<file path="src/rtl/pop_gate_sequencer_if.sv">
// pop_gate_sequencer_if: bundles the run enable, the state level from the
// sequence state machine and all gate/status outputs of the POP gate sequencer.
//
// There is no valid/ready handshake: state and enable are levels sampled on
// every rising clk edge, and every output is a registered level (cycle_done
// is a one-clk strobe) that is meaningful on every cycle.
interface pop_gate_sequencer_if #(
    parameter int SEQ_W = 16
) ();
    logic             enable;
    logic [1:0]       state;
    logic             laser_gate;
    logic             mw_gate;
    logic             mw_phase;
    logic             det_gate;
    logic             cycle_done;
    logic [SEQ_W-1:0] seq_count;
    logic             seq_error;

    // Upstream side: drives state and enable, observes the gates.
    modport master (
        output enable, state,
        input  laser_gate, mw_gate, mw_phase, det_gate, cycle_done, seq_count, seq_error
    );

    // Sequencer side.
    modport slave (
        input  enable, state,
        output laser_gate, mw_gate, mw_phase, det_gate, cycle_done, seq_count, seq_error
    );
endinterface

</file>
<file path="src/rtl/pop_gate_sequencer.sv">
// pop_gate_sequencer: turns the 2-bit POP sequence state into cycle-accurate
// laser, microwave (two Ramsey pulses) and detection gates, counts completed
// sequences and flags illegal state transitions.
// Optional feature macro: POP_MW_PHASE_TOGGLE_EN (phase select on Ramsey pulse 2,
// toggling once per completed sequence). Without it mw_phase is tied to 0.
module pop_gate_sequencer #(
    parameter int CNT_W    = 16,
    parameter int PUMP_LEN = 1000,
    parameter int MW_DLY   = 20,
    parameter int MW_LEN   = 50,
    parameter int T_RAMSEY = 500,
    parameter int DET_LEN  = 300,
    parameter int DET_DLY  = 10,
    parameter int DET_WIN  = 200,
    parameter int SEQ_W    = 16
) (
    input logic                  clk,
    input logic                  reset,
    pop_gate_sequencer_if.slave  bus
);
    typedef enum logic [1:0] {
        ST_PUMP   = 2'd0,
        ST_DARK   = 2'd1,
        ST_DETECT = 2'd2,
        ST_IDLE   = 2'd3
    } seq_state_t;

    // Window bounds are held two bits wider than the counter so that a bound
    // beyond the saturation value simply keeps the gate open until state changes.
    localparam int BW = CNT_W + 2;
    localparam logic [BW-1:0] PUMP_END = BW'(PUMP_LEN);
    localparam logic [BW-1:0] MW1_BEG  = BW'(MW_DLY);
    localparam logic [BW-1:0] MW1_END  = BW'(MW_DLY + MW_LEN);
    localparam logic [BW-1:0] MW2_BEG  = BW'(MW_DLY + MW_LEN + T_RAMSEY);
    localparam logic [BW-1:0] MW2_END  = BW'(MW_DLY + 2 * MW_LEN + T_RAMSEY);
    localparam logic [BW-1:0] DET_END  = BW'(DET_LEN);
    localparam logic [BW-1:0] DW_BEG   = BW'(DET_DLY);
    localparam logic [BW-1:0] DW_END   = BW'(DET_DLY + DET_WIN);
    localparam logic [CNT_W-1:0] CNT_MAX = {CNT_W{1'b1}};

    seq_state_t       state_q;
    logic [CNT_W-1:0] cnt;
    logic             first_seen;
    logic             done_q;
    logic             illegal_q;
    logic             entry;
    logic             legal;
    logic [1:0]       state_raw;
    logic [1:0]       succ;
    logic [BW-1:0]    cnt_ext;
    logic             in_mw1;
    logic             in_mw2;

    logic             laser_d;
    logic             mw_d;
    logic             det_d;

    logic             laser_r;
    logic             mw_r;
    logic             det_r;
    logic             done_r;
    logic [SEQ_W-1:0] seq_r;
    logic             err_r;

    assign state_raw = state_q;
    assign succ      = state_raw + 2'd1;
    assign entry     = (bus.state != state_raw);
    assign legal     = (bus.state == succ);
    assign cnt_ext   = {2'b00, cnt};
    assign in_mw1    = (cnt_ext >= MW1_BEG) && (cnt_ext < MW1_END);
    assign in_mw2    = (cnt_ext >= MW2_BEG) && (cnt_ext < MW2_END);

    // Input register: track the state level, count cycles spent in it (saturating)
    // and pre-compute completion / illegal-entry events one cycle ahead of the gates.
    always_ff @(posedge clk or negedge reset) begin
        if (!reset) begin
            state_q    <= ST_IDLE;
            cnt        <= '0;
            first_seen <= 1'b0;
            done_q     <= 1'b0;
            illegal_q  <= 1'b0;
        end else begin
            state_q   <= seq_state_t'(bus.state);
            done_q    <= entry && (state_q == ST_DETECT) && (bus.state == 2'd3);
            illegal_q <= entry && first_seen && !legal;
            if (entry) begin
                cnt        <= '0;
                first_seen <= 1'b1;
            end else if (cnt != CNT_MAX) begin
                cnt <= cnt + CNT_W'(1);
            end
        end
    end

    // Gate decode from the registered state and the in-state cycle count.
    always_comb begin
        laser_d = 1'b0;
        mw_d    = 1'b0;
        det_d   = 1'b0;
        case (state_q)
            ST_PUMP:   laser_d = (cnt_ext < PUMP_END);
            ST_DARK:   mw_d    = in_mw1 || in_mw2;
            ST_DETECT: begin
                laser_d = (cnt_ext < DET_END);
                det_d   = (cnt_ext >= DW_BEG) && (cnt_ext < DW_END);
            end
            default:   ;
        endcase
    end

    // Output register: gates and completion strobe are masked by enable; the
    // error flag is sticky and keeps being evaluated while disabled.
    always_ff @(posedge clk or negedge reset) begin
        if (!reset) begin
            laser_r <= 1'b0;
            mw_r    <= 1'b0;
            det_r   <= 1'b0;
            done_r  <= 1'b0;
            seq_r   <= '0;
            err_r   <= 1'b0;
        end else begin
            laser_r <= bus.enable && laser_d;
            mw_r    <= bus.enable && mw_d;
            det_r   <= bus.enable && det_d;
            done_r  <= bus.enable && done_q;
            err_r   <= err_r || illegal_q;
            if (bus.enable && done_q) begin
                seq_r <= seq_r + SEQ_W'(1);
            end
        end
    end

`ifdef POP_MW_PHASE_TOGGLE_EN
    logic phase;
    logic mw_phase_r;

    // Phase bit flips once per issued cycle_done; it is presented only while
    // the second Ramsey pulse is on, aligned with mw_gate.
    always_ff @(posedge clk or negedge reset) begin
        if (!reset) begin
            phase      <= 1'b0;
            mw_phase_r <= 1'b0;
        end else begin
            mw_phase_r <= bus.enable && (state_q == ST_DARK) && in_mw2 && phase;
            if (bus.enable && done_q) begin
                phase <= !phase;
            end
        end
    end

    assign bus.mw_phase = mw_phase_r;
`else
    assign bus.mw_phase = 1'b0;
`endif

    assign bus.laser_gate = laser_r;
    assign bus.mw_gate    = mw_r;
    assign bus.det_gate   = det_r;
    assign bus.cycle_done = done_r;
    assign bus.seq_count  = seq_r;
    assign bus.seq_error  = err_r;
endmodule

</file>
<file path="src/flat_wrapper.sv">
// flat-port wrapper written by rule: the top's interface ports become plain ports
module pop_gate_sequencer_flat 
#(
    parameter int CNT_W    = 16,
    parameter int PUMP_LEN = 1000,
    parameter int MW_DLY   = 20,
    parameter int MW_LEN   = 50,
    parameter int T_RAMSEY = 500,
    parameter int DET_LEN  = 300,
    parameter int DET_DLY  = 10,
    parameter int DET_WIN  = 200,
    parameter int SEQ_W    = 16
)
  (clk, reset, bus_enable, bus_state, bus_laser_gate, bus_mw_gate, bus_mw_phase, bus_det_gate, bus_cycle_done, bus_seq_count, bus_seq_error);
  pop_gate_sequencer_if #(.SEQ_W(SEQ_W)) bus_i ();
  input logic clk;
  input logic reset;
  input wire logic [$bits(bus_i.enable)-1:0] bus_enable;
  input wire logic [$bits(bus_i.state)-1:0] bus_state;
  output wire logic [$bits(bus_i.laser_gate)-1:0] bus_laser_gate;
  output wire logic [$bits(bus_i.mw_gate)-1:0] bus_mw_gate;
  output wire logic [$bits(bus_i.mw_phase)-1:0] bus_mw_phase;
  output wire logic [$bits(bus_i.det_gate)-1:0] bus_det_gate;
  output wire logic [$bits(bus_i.cycle_done)-1:0] bus_cycle_done;
  output wire logic [$bits(bus_i.seq_count)-1:0] bus_seq_count;
  output wire logic [$bits(bus_i.seq_error)-1:0] bus_seq_error;
  assign bus_i.enable = bus_enable;
  assign bus_i.state = bus_state;
  assign bus_laser_gate = bus_i.laser_gate;
  assign bus_mw_gate = bus_i.mw_gate;
  assign bus_mw_phase = bus_i.mw_phase;
  assign bus_det_gate = bus_i.det_gate;
  assign bus_cycle_done = bus_i.cycle_done;
  assign bus_seq_count = bus_i.seq_count;
  assign bus_seq_error = bus_i.seq_error;
  pop_gate_sequencer #(.CNT_W(CNT_W), .PUMP_LEN(PUMP_LEN), .MW_DLY(MW_DLY), .MW_LEN(MW_LEN), .T_RAMSEY(T_RAMSEY), .DET_LEN(DET_LEN), .DET_DLY(DET_DLY), .DET_WIN(DET_WIN), .SEQ_W(SEQ_W)) u_core (.clk(clk), .reset(reset), .bus(bus_i));
endmodule
</file>
<file path="config.mk">
export PLATFORM = sky130hd
export DESIGN_NAME = pop_gate_sequencer_flat
export DESIGN_NICKNAME = d
export VERILOG_FILES = /design/src/rtl/pop_gate_sequencer_if.sv /design/src/rtl/pop_gate_sequencer.sv /design/src/flat_wrapper.sv
export SDC_FILE = /design/constraint.sdc
export NUM_CORES = 1
export LEC_CHECK = 0
export CAP_MARGIN = 10
export CORE_MARGIN = 2
export CORE_UTILIZATION = 52
export CTS_BUF_LIST = sky130_fd_sc_hd__clkbuf_4 sky130_fd_sc_hd__clkbuf_8
export CTS_CLUSTER_SIZE = 20
export DETAILED_ROUTE_END_ITERATION = 10
export PLACE_DENSITY_LB_ADDON = 0.12
export RECOVER_POWER = 100
export SLEW_MARGIN = 0
export SYNTH_ARGS = -nofsm -noshare
export SYNTH_HDL_FRONTEND = slang
export SYNTH_SLANG_ARGS = --single-unit
</file>
<file path="constraint.sdc">
create_clock -name clk -period 1.6 [get_ports clk]
set_input_delay 0.32 -clock clk [delete_from_list [all_inputs] [get_ports clk]]
set_output_delay 0.32 -clock clk [all_outputs]
set_load 0.1 [all_outputs]
</file>
==> impl_metrics.py, run 1 <==
metrics = {
    "logic_synthesis": {
        "synth.lib_cells_used.distinct": 45,
        "synth.top_cells.by_area": "sky130_fd_sc_hd__dfrtp_1 (45%), sky130_fd_sc_hd__xnor2_1 (4.4%), sky130_fd_sc_hd__ha_1 (3.4%), sky130_fd_sc_hd__nand3_1 (3.2%), sky130_fd_sc_hd__xor2_1 (3.2%)",
        "synthCells": 214,
        "synth_enable_flop_cells": 0,
        "yosys.area.top_type_share_pct": 45.40,
        "synth-seq-cells": 42,
        "syn-mean-instance-area_sq_um": 10.30,
        "async_reset_ff_share_pct": 100.0,
        "synth_nets": 225,
        "commonest_register_cell_after_synthesis": "sky130_fd_sc_hd__dfrtp_1",
        "ys_warn_count": 0,
        "synth.largest_area_cell": "sky130_fd_sc_hd__dfrtp_1",
        "sequential_share_of_the_synthesized_area_pct": 47.79,
        "netlist_area_sq_um": 2205,
    },
    "sta": {
        "worst-slew-pin-transition_ns": 0.9239,
        "timing.final.max_slew_violations": 0,
        "hold_ws_ns": 0.4572,
        "report.final.hold_viol_count": 0,
        "setup_violations": 3,
        "layout_worst_path_cycle_share_pct": 102.0,
        "finalWorstSetupSlack_ns": -0.03185,
        "timing.final.crit_period_ns": 1.632,
        "unrepaired_setup_endpoints_after_global_routing": "yes",
        "max_clock_freq_mhz": 612.8,
        "relSlewSlack_pct": 38.41,
        "final_skew_ns": 0.008201,
    },
    "pwr": {
        "clock_power_share_pct": 29.3,
        "sequentialPowerShare_pct": 47.6,
        "switching_power_mw": 0.8013,
        "cellInternalPower_mw": 1.677,
        "power_per_cell_area_nw_per_um2": 811.3,
        "max-vdd-ir-drop_mv": 0.5518,
        "power_switching_share_pct": 32.34,
        "static_power_due_to_leakage_nw": 1.357,
        "combinationalPowerShare_pct": 23.1,
    },
    "floorplan": {
        "fp-row-count": 23,
        "die_height_um": 69.11,
        "area_enclosed_by_the_die_boundary_sq_um": 4776,
        "die_width_um": 69.11,
        "pin_count": 27,
        "initial_core_util_pct": 54.72,
        "core_sq_um": 4029,
    },
    "global_routing": {
        "grt_antenna_before_repair": 0,
        "global_route.overflow_total": 0,
        "first_global_vias": 1862,
        "wire_length_of_the_first_global_routing_pass_um": 8694,
        "maximum_number_of_pins_on_one_net_before_global_route_repair": 28,
        "global_route.usage.total_pct": 22.77,
    },
    "clock_tree": {
        "cts.reportedPaths.clkPinSlew_ns": 0.08,
        "clock-sinks": 42,
        "cts-root-to-sink-buffers": 2,
        "clock_latency_ns": 0.31,
        "tritoncts": "built",
        "cts-root-buf": "sky130_fd_sc_hd__clkbuf_8",
        "tritoncts.num_buffers": 5,
        "level_count_of_the_clock_h_tree": 2,
    },
    "place": {
        "dp_cells": 311,
        "hpwl_um": 3833,
        "globalplace.congestion": 0.8566,
        "io_buffer_count": 25,
        "place_ws_ns": -0.3599,
    },
    "route": {
        "initialDrtViolationCount": 89,
        "viasPerCell": 5.651,
        "wirelength_um": 5760,
        "drc": 0,
        "post_drt_wl_per_cell_um": 17.19,
        "detailroute.via_count": 1893,
        "detail-route-antenna-nets": 0,
        "first_pass_detailed_route_iteration_total": 4,
    },
    "final_layout": {
        "antenna-diode-count": 0,
        "synthToLayoutAreaGrowth_pct": 38.54,
        "final_core_utilization_pct": 75.81,
        "fin_nets": 295,
        "layout-drive-gt1-share_pct": 42.11,
        "layoutNonFillerInstCount": 335,
    },
    "critical_path": {
        "critPathCaptureType": "register",
        "cp_data_arrival_time_ns": 1.84,
        "critical_path.startpoint_type": "register",
        "critical_path.max_fanout": 4,
        "critical_path_class": "reg -> reg",
        "critPathRequiredTime_ns": 1.80,
    },
    "hold_path": {
        "min-delay-path-class": "reg -> reg",
    },
    "outcome": {
        "violated_checks": "setup timing",
        "run_status": "finished, violations left",
    },
    "run": {
        "max_cap_viols": 0,
    },
}
[cell usage after synthesis (all sizes together), types with 2 or more instances]
| cell | number |
|---|---|
| a211oi | 3 |
| a21oi | 10 |
| a31oi | 6 |
| and2 | 2 |
| and3 | 4 |
| and4 | 5 |
| buf | 8 |
| clkbuf | 3 |
| dfrtp | 40 |
| dfstp | 2 |
| ha | 6 |
| inv | 6 |
| mux2i | 2 |
| nand2 | 11 |
| nand3 | 14 |
| nand4 | 8 |
| nor2 | 16 |
| nor3 | 6 |
| nor4 | 6 |
| o21a | 2 |
| o21ai | 13 |
| or2 | 4 |
| or3 | 5 |
| xnor2 | 11 |
| xor2 | 8 |
[worst paths after layout]
check	start	to	slack (ns)	cells past startpoint
max	u_core.cnt[1]$_DFFE_PN0P_	u_core.cnt[14]$_DFFE_PN0P_	-0.03	6
min	u_core.illegal_q$_DFF_PN0_	u_core.bus.seq_error$_DFF_PN0_	0.46	1
max reg2reg	u_core.cnt[1]$_DFFE_PN0P_	u_core.cnt[14]$_DFFE_PN0P_	-0.03	6
min reg2reg	u_core.illegal_q$_DFF_PN0_	u_core.bus.seq_error$_DFF_PN0_	0.46	1
max in group asynchronous	reset	u_core.state_q[1]$_DFF_PN1_	0.15	3
min in group asynchronous	reset	u_core.bus.mw_gate$_DFF_PN0_	0.66	2
[routing by layer]
layer,vias up,track usage [%],part of all wire [%]
met5,-,0,0
met4,0,9.586,1.5
met3,10,5.848,4.9
met1,912,27.71,41
li1,913,-,-
met2,58,38.25,52
[power by group through the flow]
stage	Clock [mW]	Sequential, mW	Combinational (mW)
floorplan	0	1.41	0.0986
global placement	0	1.21	0.523
detailed placement	0	1.22	0.538
CTS	0.738	1.20	0.542
global route	0.787	1.19	0.604
finish	0.726	1.18	0.572
[placed cells by master, fill, tap and decap left out, types with 2 or more instances in the layout]
| cell | count |
|---|---|
| sky130_fd_sc_hd__a21oi_1 | 9 |
| sky130_fd_sc_hd__nor2_1 | 16 |
| sky130_fd_sc_hd__buf_4 | 43 |
| sky130_fd_sc_hd__and3_1 | 3 |
| sky130_fd_sc_hd__inv_1 | 6 |
| sky130_fd_sc_hd__nor4_2 | 3 |
| sky130_fd_sc_hd__and4_1 | 2 |
| sky130_fd_sc_hd__nand3_1 | 11 |
| sky130_fd_sc_hd__or3_1 | 4 |
| sky130_fd_sc_hd__buf_12 | 6 |
| sky130_fd_sc_hd__o21a_1 | 2 |
| sky130_fd_sc_hd__mux2i_1 | 2 |
| sky130_fd_sc_hd__xor2_1 | 7 |
| sky130_fd_sc_hd__nor4_4 | 2 |
| sky130_fd_sc_hd__nand2_1 | 11 |
| sky130_fd_sc_hd__and4_2 | 2 |
| sky130_fd_sc_hd__clkbuf_1 | 2 |
| sky130_fd_sc_hd__ha_1 | 5 |
| sky130_fd_sc_hd__clkbuf_2 | 4 |
| sky130_fd_sc_hd__a31oi_1 | 6 |
| sky130_fd_sc_hd__o21ai_0 | 12 |
| sky130_fd_sc_hd__dlygate4sd3_1 | 3 |
| sky130_fd_sc_hd__a211oi_1 | 2 |
| sky130_fd_sc_hd__buf_2 | 3 |
| sky130_fd_sc_hd__dfstp_2 | 2 |
| sky130_fd_sc_hd__buf_6 | 3 |
| sky130_fd_sc_hd__xnor2_1 | 11 |
| sky130_fd_sc_hd__clkbuf_8 | 6 |
| sky130_fd_sc_hd__dfrtp_4 | 9 |
| sky130_fd_sc_hd__dfrtp_2 | 5 |
| sky130_fd_sc_hd__nor3_1 | 5 |
| sky130_fd_sc_hd__nand3_2 | 2 |
| sky130_fd_sc_hd__or2_2 | 4 |
| sky130_fd_sc_hd__nand4_1 | 7 |
| sky130_fd_sc_hd__dfrtp_1 | 26 |
| sky130_fd_sc_hd__clkbuf_4 | 9 |
[metrics by stage]
stage | total power, mW | instance area, sq um | setup TNS (ns)
floorplan | 1.513 | 2267 | -0.2658
global placement | 1.731 | 2952 | -1.651
detailed placement | 1.756 | 2952 | -3.551
CTS | 2.476 | 3077 | 0
global route | 2.577 | 3054 | -0.5671
finish | 2.478 | 3054 | -0.05944
[worst max-delay path, cell delays in order (launching register included)]
cell and delay [ns]:
sky130_fd_sc_hd__dfrtp_2 0.43, sky130_fd_sc_hd__ha_4 0.18, sky130_fd_sc_hd__nand3_4 0.10, sky130_fd_sc_hd__buf_4 0.16
sky130_fd_sc_hd__nor3_2 0.27, sky130_fd_sc_hd__a31oi_1 0.13, sky130_fd_sc_hd__a311oi_1 0.26
[what timing repair did]
item | CTS | global route
hold buffers | 1 | 0
endpoints found under the setup margin | 10 | 16
endpoints found under the hold margin | 15 | 0
gates cloned | 0 | 0
resized for setup | 3 | 24
pin swaps | 2 | 17
buffers inserted | 1 | 14
[logic make-up (layout without fill, tap and decap cells)]
logic type / after synthesis / count (layout) / synth area share (%)
AOI/OAI and AO/OA: 42 / 42 / 12.20
xor gates and xnor gates: 19 / 19 / 7.548
adders and majority gates: 6 / 6 / 3.405
buffers and inverters: 17 / 88 / 5.278
DFF: 42 / 42 / 47.79
muxes: 3 / 3 / 1.419
other: 1 / 1 / 0.1701
and+or+nand+nor: 84 / 84 / 22.19
[cell type report]
| type | instances | area [sq um] |
|---|---|---|
| fillers | 293 | 974.7 |
| inverters | 6 | 22.52 |
| repair buffers | 74 | 629.4 |
| well taps | 50 | 62.56 |
| flip-flops and latches | 42 | 1094 |
| clock buffers | 6 | 82.58 |
| multi-input cells | 155 | 1151 |
| clock inverters | 2 | 12.51 |
No activity file was read; power rests on OpenSTA's default activity.
==> run 2: changes to the inputs <==
- CTS_CLUSTER_SIZE: 20 -> not set
- SKIP_CTS_REPAIR_TIMING: not set -> 1
==> impl_metrics.py, run 2 (synthesis gave the netlist of run 1 again) <==
metrics = {
    "final_layout": {
        "mostFrequentLayoutCell": "sky130_fd_sc_hd__buf_4",
        "final_cell_mix": "sky130_fd_sc_hd__buf_4 (38), sky130_fd_sc_hd__dfrtp_1 (26), sky130_fd_sc_hd__nor2_1 (16), sky130_fd_sc_hd__o21ai_0 (13)",
        "synthToLayoutAreaGrowth_pct": 34.39,
        "antenna-diode-count": 0,
        "final_core_utilization_pct": 73.54,
        "filler_cell_count": 302,
        "layout-drive-gt1-share_pct": 39.29,
        "fin_nets": 290,
    },
    "global_routing": {
        "maximum_number_of_pins_on_one_net_before_global_route_repair": 28,
        "global_route.overflow_total": 0,
        "global_route.usage.total_pct": 22.27,
        "grt_antenna_before_repair": 0,
        "first_global_vias": 1835,
        "wire_length_of_the_first_global_routing_pass_um": 8507,
    },
    "route": {
        "detail-route-antenna-nets": 0,
        "initialDrtViolationCount": 84,
        "post_drt_wl_per_cell_um": 16.95,
        "first_pass_detailed_route_iteration_total": 5,
        "drc": 0,
        "detailroute.via_count": 1892,
        "wirelength_um": 5593,
        "viasPerCell": 5.733,
    },
    "sta": {
        "max_clock_freq_mhz": 621.1,
        "setup_violations": 2,
        "relSlewSlack_pct": 38.07,
        "finalWorstSetupSlack_ns": -0.01009,
        "unrepaired_setup_endpoints_after_global_routing": "yes",
        "timing.final.max_slew_violations": 0,
        "final_skew_ns": 0.009416,
        "report.final.hold_viol_count": 0,
        "layout_worst_path_cycle_share_pct": 100.6,
        "worst-slew-pin-transition_ns": 0.9290,
        "timing.final.crit_period_ns": 1.610,
    },
    "clock_tree": {
        "cts.reportedPaths.clkPinSlew_ns": 0.08,
        "clock_latency_ns": 0.31,
        "level_count_of_the_clock_h_tree": 2,
        "cts-root-to-sink-buffers": 2,
        "tritoncts.num_buffers": 5,
        "cts-root-buf": "sky130_fd_sc_hd__clkbuf_8",
        "clock-sinks": 42,
        "tritoncts": "built",
    },
    "pwr": {
        "power_per_cell_area_nw_per_um2": 816.0,
        "max-vdd-ir-drop_mv": 0.4918,
        "static_power_due_to_leakage_nw": 1.316,
        "power.total_mw": 2.418,
    },
    "outcome": {
        "violated_checks": "setup timing",
        "run_status": "finished, violations left",
    },
    "hold_path": {
        "min-delay-path-class": "reg -> reg",
        "hold_depth": 1,
        "worst_hold_startpoint": "u_core.illegal_q$_DFF_PN0_",
        "min_to": "u_core.bus.seq_error$_DFF_PN0_",
    },
    "run": {
        "max_cap_viols": 0,
    },
    "place": {
        "place_ws_ns": -0.3599,
        "io_buffer_count": 25,
        "globalplace.congestion": 0.8566,
        "hpwl_um": 3833,
    },
    "floorplan": {
        "core_sq_um": 4029,
        "fp-row-count": 23,
        "die_width_um": 69.11,
        "die_height_um": 69.11,
        "initial_core_util_pct": 54.72,
        "area_enclosed_by_the_die_boundary_sq_um": 4776,
        "pin_count": 27,
    },
    "critical_path": {
        "critical_path.max_fanout": 7,
        "critPathCaptureType": "register",
        "critical_path.startpoint_type": "register",
        "timing.critical_path.cells": "ha_4 -> nand3_4 -> nor4_4 -> buf_4 -> buf_4 -> o31a_1 -> o21a_1",
        "ff2ff_setup_slack_ns": -0.01,
        "timing.rr.start": "u_core.cnt[1]$_DFFE_PN0P_",
        "critical_path_class": "reg -> reg",
        "critPathMostFrequentCell": "sky130_fd_sc_hd__buf_4",
        "critical_path.max_stage_delay_ns": 0.46,
        "slowest_stage": "sky130_fd_sc_hd__dfrtp_2",
        "reg2regPathDepth": 7,
        "critPathRequiredTime_ns": 1.79,
        "cp_data_arrival_time_ns": 1.80,
        "reg2reg_to": "u_core.cnt[7]$_DFFE_PN0P_",
    },
}
==> run 2: changes by cell type in the layout (fill, tap and decap cells not counted), sizes merged <==
cell,change
buf,-7
clkbuf,+2
==> run 2: worst max-delay path by stage <==
stage | slack (ns) | to | from | cells past startpoint
after floorplan | -0.08 | u_core.bus.seq_count[12]$_DFFE_PN0P_ | u_core.bus.seq_count[4]$_DFFE_PN0P_ | 4
after global placement | -0.21 | u_core.bus.seq_count[13]$_DFFE_PN0P_ | bus_enable | 6
after detailed placement | -0.36 | u_core.bus.seq_count[15]$_DFFE_PN0P_ | bus_enable | 6
after CTS | -0.13 | u_core.cnt[14]$_DFFE_PN0P_ | u_core.cnt[1]$_DFFE_PN0P_ | 5
after global routing | -0.05 | u_core.cnt[7]$_DFFE_PN0P_ | u_core.cnt[1]$_DFFE_PN0P_ | 7
final | -0.01 | u_core.cnt[7]$_DFFE_PN0P_ | u_core.cnt[1]$_DFFE_PN0P_ | 7
==> run 2: layout make-up <==
type	count	area [sq um]	area share (%)
clock buffer	6	82.58	2.787
clock inverter	2	12.51	0.4223
inverter	6	22.52	0.7601
multi-input combinational	155	1129	38.09
sequential	42	1094	36.91
tap	50	62.56	2.111
timing repair buffer	69	560.5	18.92
==> run 2: metal layers <==
layer,vias up,global-route usage (%),routed length (um)
met5,-,0,0
met4,0,9.586,68
met3,7,5.848,213
met2,50,36.65,2891
met1,935,27.62,2420
li1,900,-,-
==> run 2: report_power, final <==
group          internal, mW  switching, mW
logic                 0.155          0.356
clock network         0.347          0.379
registers              1.12         0.0564
total                  1.63          0.791
==> run 2: critical path: cells and delay by family, from the launching register on <==
kind / cells / cell delay [ns]
fa+ha+maj: 1 / 0.19
simple gates: 2 / 0.17
compound gates: 2 / 0.40
flops: 1 / 0.46
buf+inv: 2 / 0.29
==> run 2: stage by stage <==
step | cell area [sq um] | hold WS [ns] | TNS, ns | std cells
2_1_floorplan | 2267 | 0.02441 | -0.2658 | 214
3_3_place_gp | 2952 | 0.2553 | -1.651 | 311
3_5_place_dp | 2952 | 0.2674 | -3.551 | 311
4_1_cts | 3047 | -0.05951 | -0.5169 | 319
5_1_grt | 2963 | 0.4897 | -0.3575 | 330
6_report | 2963 | 0.4569 | -0.01650 | 330
==> run 3: changes to the inputs <==
- PLACE_DENSITY: not set -> 0.83
- PLACE_DENSITY_LB_ADDON: 0.12 -> not set
==> impl_metrics.py, run 3 (synthesis gave the netlist of run 1 again) <==
metrics = {
    "sta": {
        "timing.final.max_slew_violations": 0,
        "unrepaired_setup_endpoints_after_global_routing": "yes",
        "fin_tns_setup_ns": -0.1603,
        "timing.final.crit_period_ns": 1.673,
        "max_clock_freq_mhz": 597.8,
        "layout_worst_path_cycle_share_pct": 104.6,
        "report.final.hold_viol_count": 0,
        "setup_violations": 4,
        "final_skew_ns": 0.003113,
        "hold_ws_ns": 0.4530,
        "relSlewSlack_pct": 63.51,
        "worst-slew-pin-transition_ns": 0.5497,
        "finalWorstSetupSlack_ns": -0.07287,
    },
    "place": {
        "globalplace.congestion": 0.8724,
        "dp_cells": 308,
        "hpwl_um": 3892,
        "io_buffer_count": 25,
        "placement.cell_area_sq_um": 2917,
        "place_ws_ns": -0.2100,
    },
    "route": {
        "drc": 0,
        "detailroute.via_count": 2057,
        "initialDrtViolationCount": 306,
        "first_pass_detailed_route_iteration_total": 5,
        "detail-route-antenna-nets": 0,
        "wirelength_um": 6370,
        "viasPerCell": 6.291,
        "post_drt_wl_per_cell_um": 19.48,
    },
    "run": {
        "max_cap_viols": 0,
    },
    "critical_path": {
        "critical_path_class": "in -> reg",
        "critical_path.startpoint_type": "primary input",
        "critPathCaptureType": "register",
        "critical_path.max_fanout": 5,
        "critPathRequiredTime_ns": 1.80,
        "cp_data_arrival_time_ns": 1.88,
    },
    "pwr": {
        "max-vdd-ir-drop_mv": 0.5338,
        "static_power_due_to_leakage_nw": 1.326,
        "power.total_mw": 2.684,
        "power_per_cell_area_nw_per_um2": 905.8,
    },
    "global_routing": {
        "global_route.overflow_total": 0,
        "maximum_number_of_pins_on_one_net_before_global_route_repair": 20,
        "first_global_vias": 1896,
        "wire_length_of_the_first_global_routing_pass_um": 9321,
        "grt_antenna_before_repair": 0,
        "global_route.usage.total_pct": 24.68,
    },
    "floorplan": {
        "pin_count": 27,
        "area_enclosed_by_the_die_boundary_sq_um": 4776,
        "die_height_um": 69.11,
        "fp-row-count": 23,
        "initial_core_util_pct": 54.72,
        "die_width_um": 69.11,
        "core_sq_um": 4029,
    },
    "final_layout": {
        "filler_cell_count": 259,
        "layoutNonFillerInstCount": 327,
        "seqCellArea_sq_um": 1096,
        "layout-drive-gt1-share_pct": 40.07,
        "synthToLayoutAreaGrowth_pct": 34.39,
        "mostFrequentLayoutCell": "sky130_fd_sc_hd__buf_4",
        "area_occupied_by_multi_input_gates_sq_um": 1121,
        "fin_nets": 287,
        "antenna-diode-count": 0,
        "final_core_utilization_pct": 73.54,
        "design_area_sq_um": 2963,
        "final_cell_mix": "sky130_fd_sc_hd__buf_4 (32), sky130_fd_sc_hd__dfrtp_1 (24), sky130_fd_sc_hd__nor2_1 (16), sky130_fd_sc_hd__nand3_1 (13), sky130_fd_sc_hd__o21ai_0 (12)",
    },
    "clock_tree": {
        "cts.reportedPaths.clkPinSlew_ns": 0.08,
        "clock-sinks": 42,
        "tritoncts.num_buffers": 5,
        "cts-root-buf": "sky130_fd_sc_hd__clkbuf_8",
        "level_count_of_the_clock_h_tree": 2,
        "tritoncts": "built",
        "cts-root-to-sink-buffers": 2,
        "clock_latency_ns": 0.30,
    },
    "outcome": {
        "run_status": "finished, violations left",
        "violated_checks": "setup timing",
    },
    "hold_path": {
        "min-delay-path-class": "reg -> reg",
    },
}
==> run 3: cell count changes in the layout (fill, tap and decap cells not counted), sizes merged <==
cell / delta
buf: -4
bufinv: +2
clkbuf: +1
clkdlybuf4s50: +1
clkinv: -1
clkinvlp: -1
dlymetal6s2s: -1
==> run 3: final cells by class <==
class                   count  share of cell area [%]
repair buffers             66                   17.48
well taps                  50                   2.111
clock inverters             2                   2.027
flip-flops and latches     42                   36.99
inverters                   6                  0.7601
multi-input cells         155                   37.84
clock buffers               6                   2.787
==> run 3: path summary, 6_finish.rpt <==
| kind | depth (start not counted) | to | startpoint | slack [ns] |
|---|---|---|---|---|
| worst min-delay path | 1 | u_core.bus.seq_error$_DFF_PN0_ | u_core.illegal_q$_DFF_PN0_ | 0.45 |
| worst max register to register | 5 | u_core.cnt[6]$_DFFE_PN0P_ | u_core.cnt[1]$_DFFE_PN0P_ | -0.06 |
| max in group asynchronous | 3 | u_core.state_q[0]$_DFF_PN1_ | reset | 0.35 |
| worst max-delay path | 5 | u_core.cnt[6]$_DFFE_PN0P_ | bus_state[0] | -0.07 |
| worst min register to register | 1 | u_core.bus.seq_error$_DFF_PN0_ | u_core.illegal_q$_DFF_PN0_ | 0.45 |
| min in group asynchronous | 2 | u_core.cnt[0]$_DFFE_PN0P_ | reset | 0.50 |
==> run 3: critical path: stages <==
cell                            delay, ns
sky130_fd_sc_hd__dlygate4sd3_1       0.57
sky130_fd_sc_hd__xor2_1              0.21
sky130_fd_sc_hd__nor2_1              0.33
sky130_fd_sc_hd__o21ai_0             0.19
sky130_fd_sc_hd__a31oi_1             0.25
==> run 3: report_power, final <==
part / internal [mW] / leakage, nW / switching (mW)
registers: 1.12 / 0.534 / 0.0533
clock network: 0.665 / 0.0714 / 0.378
logic: 0.110 / 0.721 / 0.354
total: 1.90 / 1.33 / 0.784
==> run 3: metal layers <==
layer	GRT usage [%]	wire, um	up-vias
li1	-	-	897
met1	31.87	2502	1008
met2	39.53	3135	114
met3	5.848	441	38
met4	10.89	291	0
met5	0	0	-
